`src/rtl/pc_pkg.sv`:
```
// Shared op encodings and width helpers for the program-counter sequencer.
package pc_pkg;

    typedef enum logic [2:0] {
        OP_NOP  = 3'd0,
        OP_INC  = 3'd1,
        OP_JMP  = 3'd2,
        OP_BR   = 3'd3,
        OP_CALL = 3'd4,
        OP_RET  = 3'd5
    } op_t;

    localparam int OP_W = 3;

    // Bits needed to count 0..depth inclusive (stack occupancy).
    function automatic int sp_w(input int depth);
        return $clog2(depth + 1);
    endfunction

endpackage

```
`src/rtl/pc_stack.sv`:
```
// Return-address LIFO; occupancy is the only reset state, storage is left as-is.
module pc_stack
    import pc_pkg::*;
#(
    parameter int ADDR_W      = 8,
    parameter int STACK_DEPTH = 4,
    localparam int SP_W       = sp_w(STACK_DEPTH),
    localparam int IDX_W      = (STACK_DEPTH > 1) ? $clog2(STACK_DEPTH) : 1
) (
    input  logic              clk,
    input  logic              rst_n,
    input  logic              push,
    input  logic              pop,
    input  logic [ADDR_W-1:0] din,
    output logic [ADDR_W-1:0] dout,
    output logic [SP_W-1:0]   count,
    output logic              full,
    output logic              empty
);

    logic [ADDR_W-1:0] mem [STACK_DEPTH];
    logic [SP_W-1:0]   top;

    assign full  = (count == SP_W'(STACK_DEPTH));
    assign empty = (count == '0);
    assign top   = count - SP_W'(1);
    assign dout  = mem[top[IDX_W-1:0]];

    always_ff @(posedge clk) begin
        if (push && !full)
            mem[count[IDX_W-1:0]] <= din;
    end

    always_ff @(posedge clk or negedge rst_n) begin
        if (!rst_n)
            count <= '0;
        else if (push && !full)
            count <= count + SP_W'(1);
        else if (pop && !empty)
            count <= top;
    end

endmodule

```
`src/rtl/pc_seq.sv`:
```
// Program-counter sequencer: op decode, call/return via pc_stack, sticky stack errors.
module pc_seq
    import pc_pkg::*;
#(
    parameter int              ADDR_W      = 8,
    parameter int              STACK_DEPTH = 4,
    parameter logic [ADDR_W-1:0] RESET_VEC = '0,
    localparam int             SP_W        = sp_w(STACK_DEPTH)
) (
    input  logic              clk,
    input  logic              rst_n,
    input  logic              stall,
    input  logic [OP_W-1:0]   op,
    input  logic [ADDR_W-1:0] target,
    input  logic              cond,
    input  logic              err_clr,
    output logic [ADDR_W-1:0] PC_out,
    output logic [SP_W-1:0]   sp_out,
    output logic              ovf,
    output logic              unf
);

    op_t               op_e;
    logic [ADDR_W-1:0] pc_inc;
    logic [ADDR_W-1:0] ret_addr;
    logic              full, empty;
    logic              is_call, is_ret;
    logic              push, pop;
    logic              new_ovf, new_unf;

    assign op_e    = op_t'(op);
    assign pc_inc  = PC_out + ADDR_W'(1);
    assign is_call = !stall && (op_e == OP_CALL);
    assign is_ret  = !stall && (op_e == OP_RET);
    assign push    = is_call && !full;
    assign pop     = is_ret && !empty;
    assign new_ovf = is_call && full;
    assign new_unf = is_ret && empty;

    pc_stack #(
        .ADDR_W      (ADDR_W),
        .STACK_DEPTH (STACK_DEPTH)
    ) u_stack (
        .clk   (clk),
        .rst_n (rst_n),
        .push  (push),
        .pop   (pop),
        .din   (pc_inc),
        .dout  (ret_addr),
        .count (sp_out),
        .full  (full),
        .empty (empty)
    );

    always_ff @(posedge clk or negedge rst_n) begin
        if (!rst_n) begin
            PC_out <= RESET_VEC;
            ovf    <= 1'b0;
            unf    <= 1'b0;
        end else if (!stall) begin
            unique case (op_e)
                OP_INC:  PC_out <= pc_inc;
                OP_JMP:  PC_out <= target;
                OP_BR:   PC_out <= cond ? target : pc_inc;
                OP_CALL: if (!full)  PC_out <= target;
                OP_RET:  if (!empty) PC_out <= ret_addr;
                default: PC_out <= PC_out;
            endcase
            // A fresh error in the same cycle as err_clr keeps the flag set.
            ovf <= new_ovf || (ovf && !err_clr);
            unf <= new_unf || (unf && !err_clr);
        end
    end

endmodule

```
`config.mk`:
```
export PLATFORM = sky130hd
export DESIGN_NAME = pc_seq
export DESIGN_NICKNAME = d
export VERILOG_FILES = /design/src/rtl/pc_pkg.sv /design/src/rtl/pc_stack.sv /design/src/rtl/pc_seq.sv
export SDC_FILE = /design/constraint.sdc
export NUM_CORES = 1
export LEC_CHECK = 0
export CAP_MARGIN = 20
export CORE_MARGIN = 3
export CORE_UTILIZATION = 41
export CTS_CLUSTER_DIAMETER = 30
export DETAILED_ROUTE_END_ITERATION = 8
export PLACE_DENSITY = 0.71
export SYNTH_ARGS = -nofsm -noshare
export SYNTH_HDL_FRONTEND = slang
export SYNTH_HIERARCHICAL = 1
export SYNTH_SLANG_ARGS = --single-unit
```
`constraint.sdc`:
```
create_clock -name clk -period 4.98 [get_ports clk]
set_clock_uncertainty 0.1 [all_clocks]
set_input_delay 0.498 -clock clk [delete_from_list [all_inputs] [get_ports clk]]
set_output_delay 0.498 -clock clk [all_outputs]
set_load 0.02 [all_outputs]
```
==> flow_summary_export.csv, run 1 <==
group,metric,value,unit
run_status,status,"finished clean",
yosys,synth.net_count,203,
drt,drt-initial-drc-count,86,
cts,clkSinkCount,45,
sta,rsz0062_at_grt,"false",
yosys,synth.mux.area_fraction,10.4,%
critical_path,path_cells,"inv_1, ha_1, and2_2, nor4_2, a21boi_2, and2_2",
drt,finalWirelength,4460,um
yosys,yosys-top-cells-area,"edfxtp_1 42%, dfrtp_1 14%, mux4_2 7.8%",
global_routing,grt_pass1_vias,1374,
yosys,synth_cell_types,42,
sta,fmax,345,MHz
floorplan,row_count,26,
critical_path,worst_path_largest_cell_delay,0.75,ns
power_and_ir_drop,p_sw,0.000507,W
power_and_ir_drop,pwr-share-clk,16.0,%
sta,period_share,58.2,%
yosys,synth-adder-area-share,3.79,%
critical_path,crit_top_cell,"and2_2",
yosys,ys_seq_elements,45,
critical_path,crit_family,"simple AND/OR/NAND/NOR gates",
cells_and_area,nets,228,
job,max_cap_viol_count,0,
yosys,synth_cells,180,
power_and_ir_drop,p_leak,0.983,nW
floorplan,io_pins,29,
worst_hold_path,hold_path_class,"register to register",
placement,io_buffers,28,
floorplan,fp.dieW,81.1,um
critical_path,crit_path_end_kind,"register",
cells_and_area,multi_input_area,942,sq um
sta,worstMarginPinSlew,0.673,ns
global_routing,grt_overflow,0,
cts,cts_tree,"done",
cts,path_clk_slew,0.08,ns
cts,postCtsSetupRepairBufs,0,
yosys,syn-mean-instance-area,12.8,sq um
placement,place.gp.congestion,0.846,
sta,finalSetupTns,0,ns
yosys,yosys_warnings,6,
global_routing,grt_pass1_wl,7060,um
power_and_ir_drop,p_sw_share,36.4,%
cts,cts-root-buf,"clkbuf_8",
yosys,yosys.area.top_type,"edfxtp_1",
sta,slew_headroom,55.0,%
critical_path,critPathSlowestCell,"dfrtp_1",
global_routing,grtUsageTotal,14.6,%
drt,viasPerCell,5.35,
cts,cts_buffers,5,
floorplan,die_y,81.1,um
cts,cts_resized,0,
critical_path,crit_path_start_kind,"register",
power_and_ir_drop,comb_power_share,41.2,%
power_and_ir_drop,seq_power_share,42.8,%
drt,vias,1476,
drt,routedWlPerCell,16.2,um
sta,finalSetupViolCount,0,
sta,min_period,2.90,ns
critical_path,arrival,2.79,ns
sta,drv_slew,0,
cells_and_area,nFillCells,462,
cells_and_area,syn2layout_area_growth,17.0,%
global_routing,grt_max_degree,18,
yosys,synth_top_family_by_area,"simple AND/OR/NAND/NOR gates",
critical_path,path_buf_inv,1,
placement,dpl.hpwl,3410,um
drt,remaining_drc_errors,0,
sta,hold_viol,0,
yosys,synth-xor-area-share,2.27,%
cts,htreeDepth,2,
critical_path,path_max_fanout,13,
yosys,synth-seq-area-share,55.6,%
cts,cts_hold_buffers,0,
power_and_ir_drop,p_per_area,516,mW/mm^2
cells_and_area,register_area,0.00129,sq mm
floorplan,initial_core_util,43.9,%
floorplan,coreArea,0.00527,sq mm
cells_and_area,drive_above_1_share,11.7,%
yosys,netlist.area_leader.share,41.6,%
power_and_ir_drop,vdd_drop_max,242,uV
floorplan,fp.dieArea,0.00658,sq mm
critical_path,path_class,"register to register",
yosys,synth_compound_area_share,10.3,%
yosys,yosys.area_share.simple,14.0,%
power_and_ir_drop,p_int,0.000888,W
yosys,syn-cell-area,0.00231,sq mm
cells_and_area,antennaDiodeCount,0,
cts,insertion_delay,0.30,ns
placement,dpl_cell_area,0.00262,sq mm
cts,clock_path_buffers,2,
cells_and_area,final_area,0.00271,sq mm
global_routing,antenna_found_initial,0,
critical_path,worstPathRequired,4.87,ns
drt,drt_pass1_iterations,4,
drt,drtAntennaViolNets,0,
cells by family after synthesis:
kind of cell / after synthesis
adders and majority gates: 7
muxes: 14
AOI/OAI and AO/OA: 34
buffers and inverters: 15
xor gates and xnor gates: 6
and+or+nand+nor: 59
DFF: 45
cells in the mapped netlist (all sizes together):
library cell   n
edfxtp        32
nand3b         2
ha             7
a21oi          5
a31oi          1
nor3           4
nand3          8
and2           5
and3           1
a21o           2
nand4b         1
xnor2          4
nand2         12
nor2          10
o211ai         1
o21ai          8
a21boi         2
a32o           1
nand4          1
o21a           1
mux2i          6
xor2           2
nor2b          1
mux4           8
nand2b         6
inv            5
dfrtp         13
and2b          1
buf           10
o221ai         3
a222oi         1
or3            5
o22ai          4
nor4           1
a22o           5
nor4b          1
power by group through the flow:
stage                     sequential (W)  combinational (W)  clock, W
after floorplan                 0.000629           0.000352         0
after global placement          0.000606           0.000573         0
after detailed placement        0.000608           0.000580         0
after CTS                       0.000600           0.000583  0.000233
after global routing            0.000612           0.000631  0.000250
final                           0.000597           0.000574  0.000224
cells in the final DEF, fill, tap and decap left out, types with 2 or more instances in the layout:
master and instances:
inv_1 5, clkbuf_8 5, a21oi_1 5, o22ai_1 4, xnor2_1 4, edfxtp_1 32
o21ai_0 6, nor2_1 10, clkdlybuf4s50_1 28, nand2b_1 5, ha_1 7, dfrtp_1 13
a22o_1 5, mux4_2 8, nor3_1 4, xor2_1 2, nand3_1 8, nand3b_1 2
a21o_1 2, and2_2 5, o221ai_1 3, nand2_1 12, or3_1 5, mux2i_1 6
metal layers:
metal / routed length [um] / up-vias / track usage [%] / part of all wire [%]
li1: - / 730 / - / -
met1: 2180 / 702 / 21.2 / 49
met3: 200 / 9 / 3.44 / 4.5
met2: 1980 / 35 / 20.7 / 44
met5: 0 / - / 0 / 0
met4: 98 / 0 / 6.25 / 2.2
cell type report:
| class | instances | share of cell area, % |
|---|---|---|
| inverter | 5 | 0.694 |
| multi-input combinational | 120 | 34.8 |
| clock inverter | 3 | 0.786 |
| timing repair buffer | 28 | 10.4 |
| tap | 70 | 3.24 |
| clock buffer | 5 | 2.54 |
| sequential | 45 | 47.5 |
through the flow:
stage / util (%) / setup WS, ns / total power [W] / hold WS [ns] / cells
finish: 51.3 / 2.08 / 0.00140 / 0.419 / 276
global placement: 49.6 / 2.02 / 0.00118 / 0.405 / 268
floorplan: - / 2.53 / 0.000981 / 0.102 / 180
CTS: 51.3 / 2.05 / 0.00142 / 0.423 / 276
global route: 51.3 / 1.84 / 0.00149 / 0.449 / 276
detailed placement: 49.6 / 1.97 / 0.00119 / 0.405 / 268
flip-flops by register name (all words and copies together) (netlist names):
name           count
u_stack/mem       32
PC_out             8
u_stack/count      3
ovf                1
unf                1
worst paths after layout:
path	start	end	slack (ns)	depth (start not counted)
hold reg to reg	ovf	ovf	0.42	1
max in group asynchronous	rst_n	PC_out[5]	3.90	1
hold / removal	ovf	ovf	0.42	1
setup reg to reg	u_stack/count[0]	u_stack/mem[0][5]	2.08	6
min in group asynchronous	rst_n	u_stack/count[2]	0.48	1
setup / recovery	u_stack/count[0]	u_stack/mem[0][5]	2.08	6
Note: power is estimated with default switching activity, not from simulation.
==> run 2, diff against run 1 <==
--- a/config.mk
+++ b/config.mk
@@ -10,7 +10,7 @@
 export CORE_UTILIZATION = 41
 export CTS_CLUSTER_DIAMETER = 30
 export DETAILED_ROUTE_END_ITERATION = 8
-export PLACE_DENSITY = 0.71
+export PLACE_DENSITY = 0.73
 export SYNTH_ARGS = -nofsm -noshare
 export SYNTH_HDL_FRONTEND = slang
 export SYNTH_HIERARCHICAL = 1
==> constraint.sdc (replaced) <==
create_clock -name clk -period 2.6 [get_ports clk]
set_clock_uncertainty 0.1 [all_clocks]
set_input_delay 0.26 -clock clk [delete_from_list [all_inputs] [get_ports clk]]
set_output_delay 0.26 -clock clk [all_outputs]
set_load 0.02 [all_outputs]
==> flow_summary_export.csv, run 2 (synthesis results as in run 1) <==
group,metric,value,unit
cells_and_area,antennaDiodeCount,0,
global_routing,grtUsageTotal,14.7,%
sta,finalWorstSetupSlack,0.234,ns
cts,cts_tree,"done",
critical_path,path_class,"register to register",
cts,cts_resized,0,
drt,remaining_drc_errors,0,
floorplan,io_pins,29,
placement,post-place-ws,0.274,ns
floorplan,die_y,81.1,um
global_routing,grt_overflow,0,
placement,io_buffers,28,
critical_path,rr_worst_depth,7,
cts,cts_buffers,5,
cells_and_area,mostFrequentLayoutCell,"edfxtp_1",
critical_path,crit_path_start_kind,"register",
floorplan,initial_core_util,43.9,%
floorplan,fp.dieArea,0.00658,sq mm
sta,hold_viol,0,
cells_and_area,final_cell_mix,"32 x edfxtp_1, 28 x clkdlybuf4s50_1, 13 x dfrtp_1",
sta,period_share,91.0,%
job,max_cap_viol_count,0,
critical_path,reg2reg_slack,0.23,ns
worst_hold_path,hold_path_class,"input pin to async pin",
sta,worstMarginPinSlew,0.619,ns
global_routing,grt_max_degree,17,
sta,min_period,2.37,ns
sta,fmax,423,MHz
cells_and_area,drive_above_1_share,14.6,%
floorplan,fp.dieW,81.1,um
power_and_ir_drop,p_leak,1.02,nW
sta,slew_headroom,58.6,%
drt,drt-initial-drc-count,44,
sta,finalSetupViolCount,0,
sta,rsz0062_at_grt,"false",
cts,insertion_delay,0.30,ns
power_and_ir_drop,vdd_drop_max,439,uV
global_routing,grt_pass1_vias,1540,
global_routing,antenna_found_initial,0,
drt,finalWirelength,4490,um
cts,postCtsSetupRepairBufs,0,
cts,path_clk_slew,0.09,ns
global_routing,busiest_layer,"met2",
cells_and_area,largest_reg_flops,32,
critical_path,crit_path_end,"PC_out[2]",
critical_path,arrival,2.46,ns
critical_path,worstPathRequired,2.69,ns
global_routing,grt_pass1_wl,7400,um
drt,drt_pass1_iterations,4,
floorplan,row_count,26,
drt,routedWlPerCell,15.9,um
placement,place.gp.congestion,0.819,
global_routing,met2_usage,24.2,%
placement,dpl.hpwl,3440,um
sta,drv_slew,0,
cts,cts-root-buf,"clkbuf_8",
floorplan,coreArea,0.00527,sq mm
drt,vias,1508,
critical_path,worstReg2RegEnd,"PC_out[2]",
cts,clkSinkCount,45,
cts,htreeDepth,2,
cells_and_area,syn2layout_area_growth,19.9,%
power_and_ir_drop,p_per_area,1010,mW/mm^2
drt,drtAntennaViolNets,0,
cts,cts_hold_buffers,0,
critical_path,path_max_fanout,16,
sta,finalSetupTns,0,ns
critical_path,crit_path_end_kind,"register",
drt,viasPerCell,5.35,
global_routing,met1_usage,19.7,%
cts,clock_path_buffers,2,
critical_path,crit_start,"u_stack/count[1]",
critical_path,rr_startpoint,"u_stack/count[1]",
global_routing,use_met3,2.77,%
cells_and_area,nets,234,
run_status,status,"finished clean",
run 2: worst min-delay path by stage:
stage                             to  slack (ns)  depth (start not counted)
global route        u_stack/count[2]        0.28                          1
CTS                        PC_out[2]        0.26                          1
global placement                 unf        0.42                          1
detailed placement               unf        0.41                          1
floorplan                  PC_out[0]       -0.14                          0
finish                     PC_out[2]        0.24                          1
run 2: area by class of cell:
type                    count  area (sq um)
well taps                  70          87.6
clock buffers               5          68.8
multi-input cells         120           942
inverters                   5          18.8
repair buffers             34           325
clock inverters             3          43.8
fillers                   441          2500
flip-flops and latches     45          1290
run 2: routing by layer:
layer | vias up | share of wire (%)
li1 | 746 | -
met1 | 724 | 47
met2 | 36 | 48
met3 | 2 | 4.1
met4 | 0 | 0.71
met5 | - | 0
run 2: power by group:
part | total (W) | leakage (nW) | internal (W) | switching (W)
logic | 0.00115 | 0.517 | 0.000546 | 0.000604
registers | 0.00111 | 0.449 | 0.000980 | 0.000129
clock network | 0.000529 | 0.0585 | 0.000288 | 0.000241
total | 0.00279 | 1.02 | 0.00181 | 0.000974
run 2: worst max-delay path, stage by stage, from the launching register on:
cell     delay [ns]
dfrtp_1        0.41
inv_1          0.10
ha_1           0.22
and2_2         0.21
nor4_2         0.34
or3_1          0.46
o21ai_0        0.16
a22o_1         0.26
run 2: stage by stage:
stage / hold WS, ns / power [W] / instances / instance area [sq um] / utilization (%)
2_1_floorplan: -0.136 / 0.00188 / 180 / 2310 / -
3_3_place_gp: 0.416 / 0.00224 / 274 / 2660 / 50.5
3_5_place_dp: 0.405 / 0.00228 / 274 / 2660 / 50.5
4_1_cts: 0.255 / 0.00281 / 282 / 2770 / 52.6
5_1_grt: 0.277 / 0.00298 / 282 / 2770 / 52.6
6_report: 0.243 / 0.00279 / 282 / 2770 / 52.6
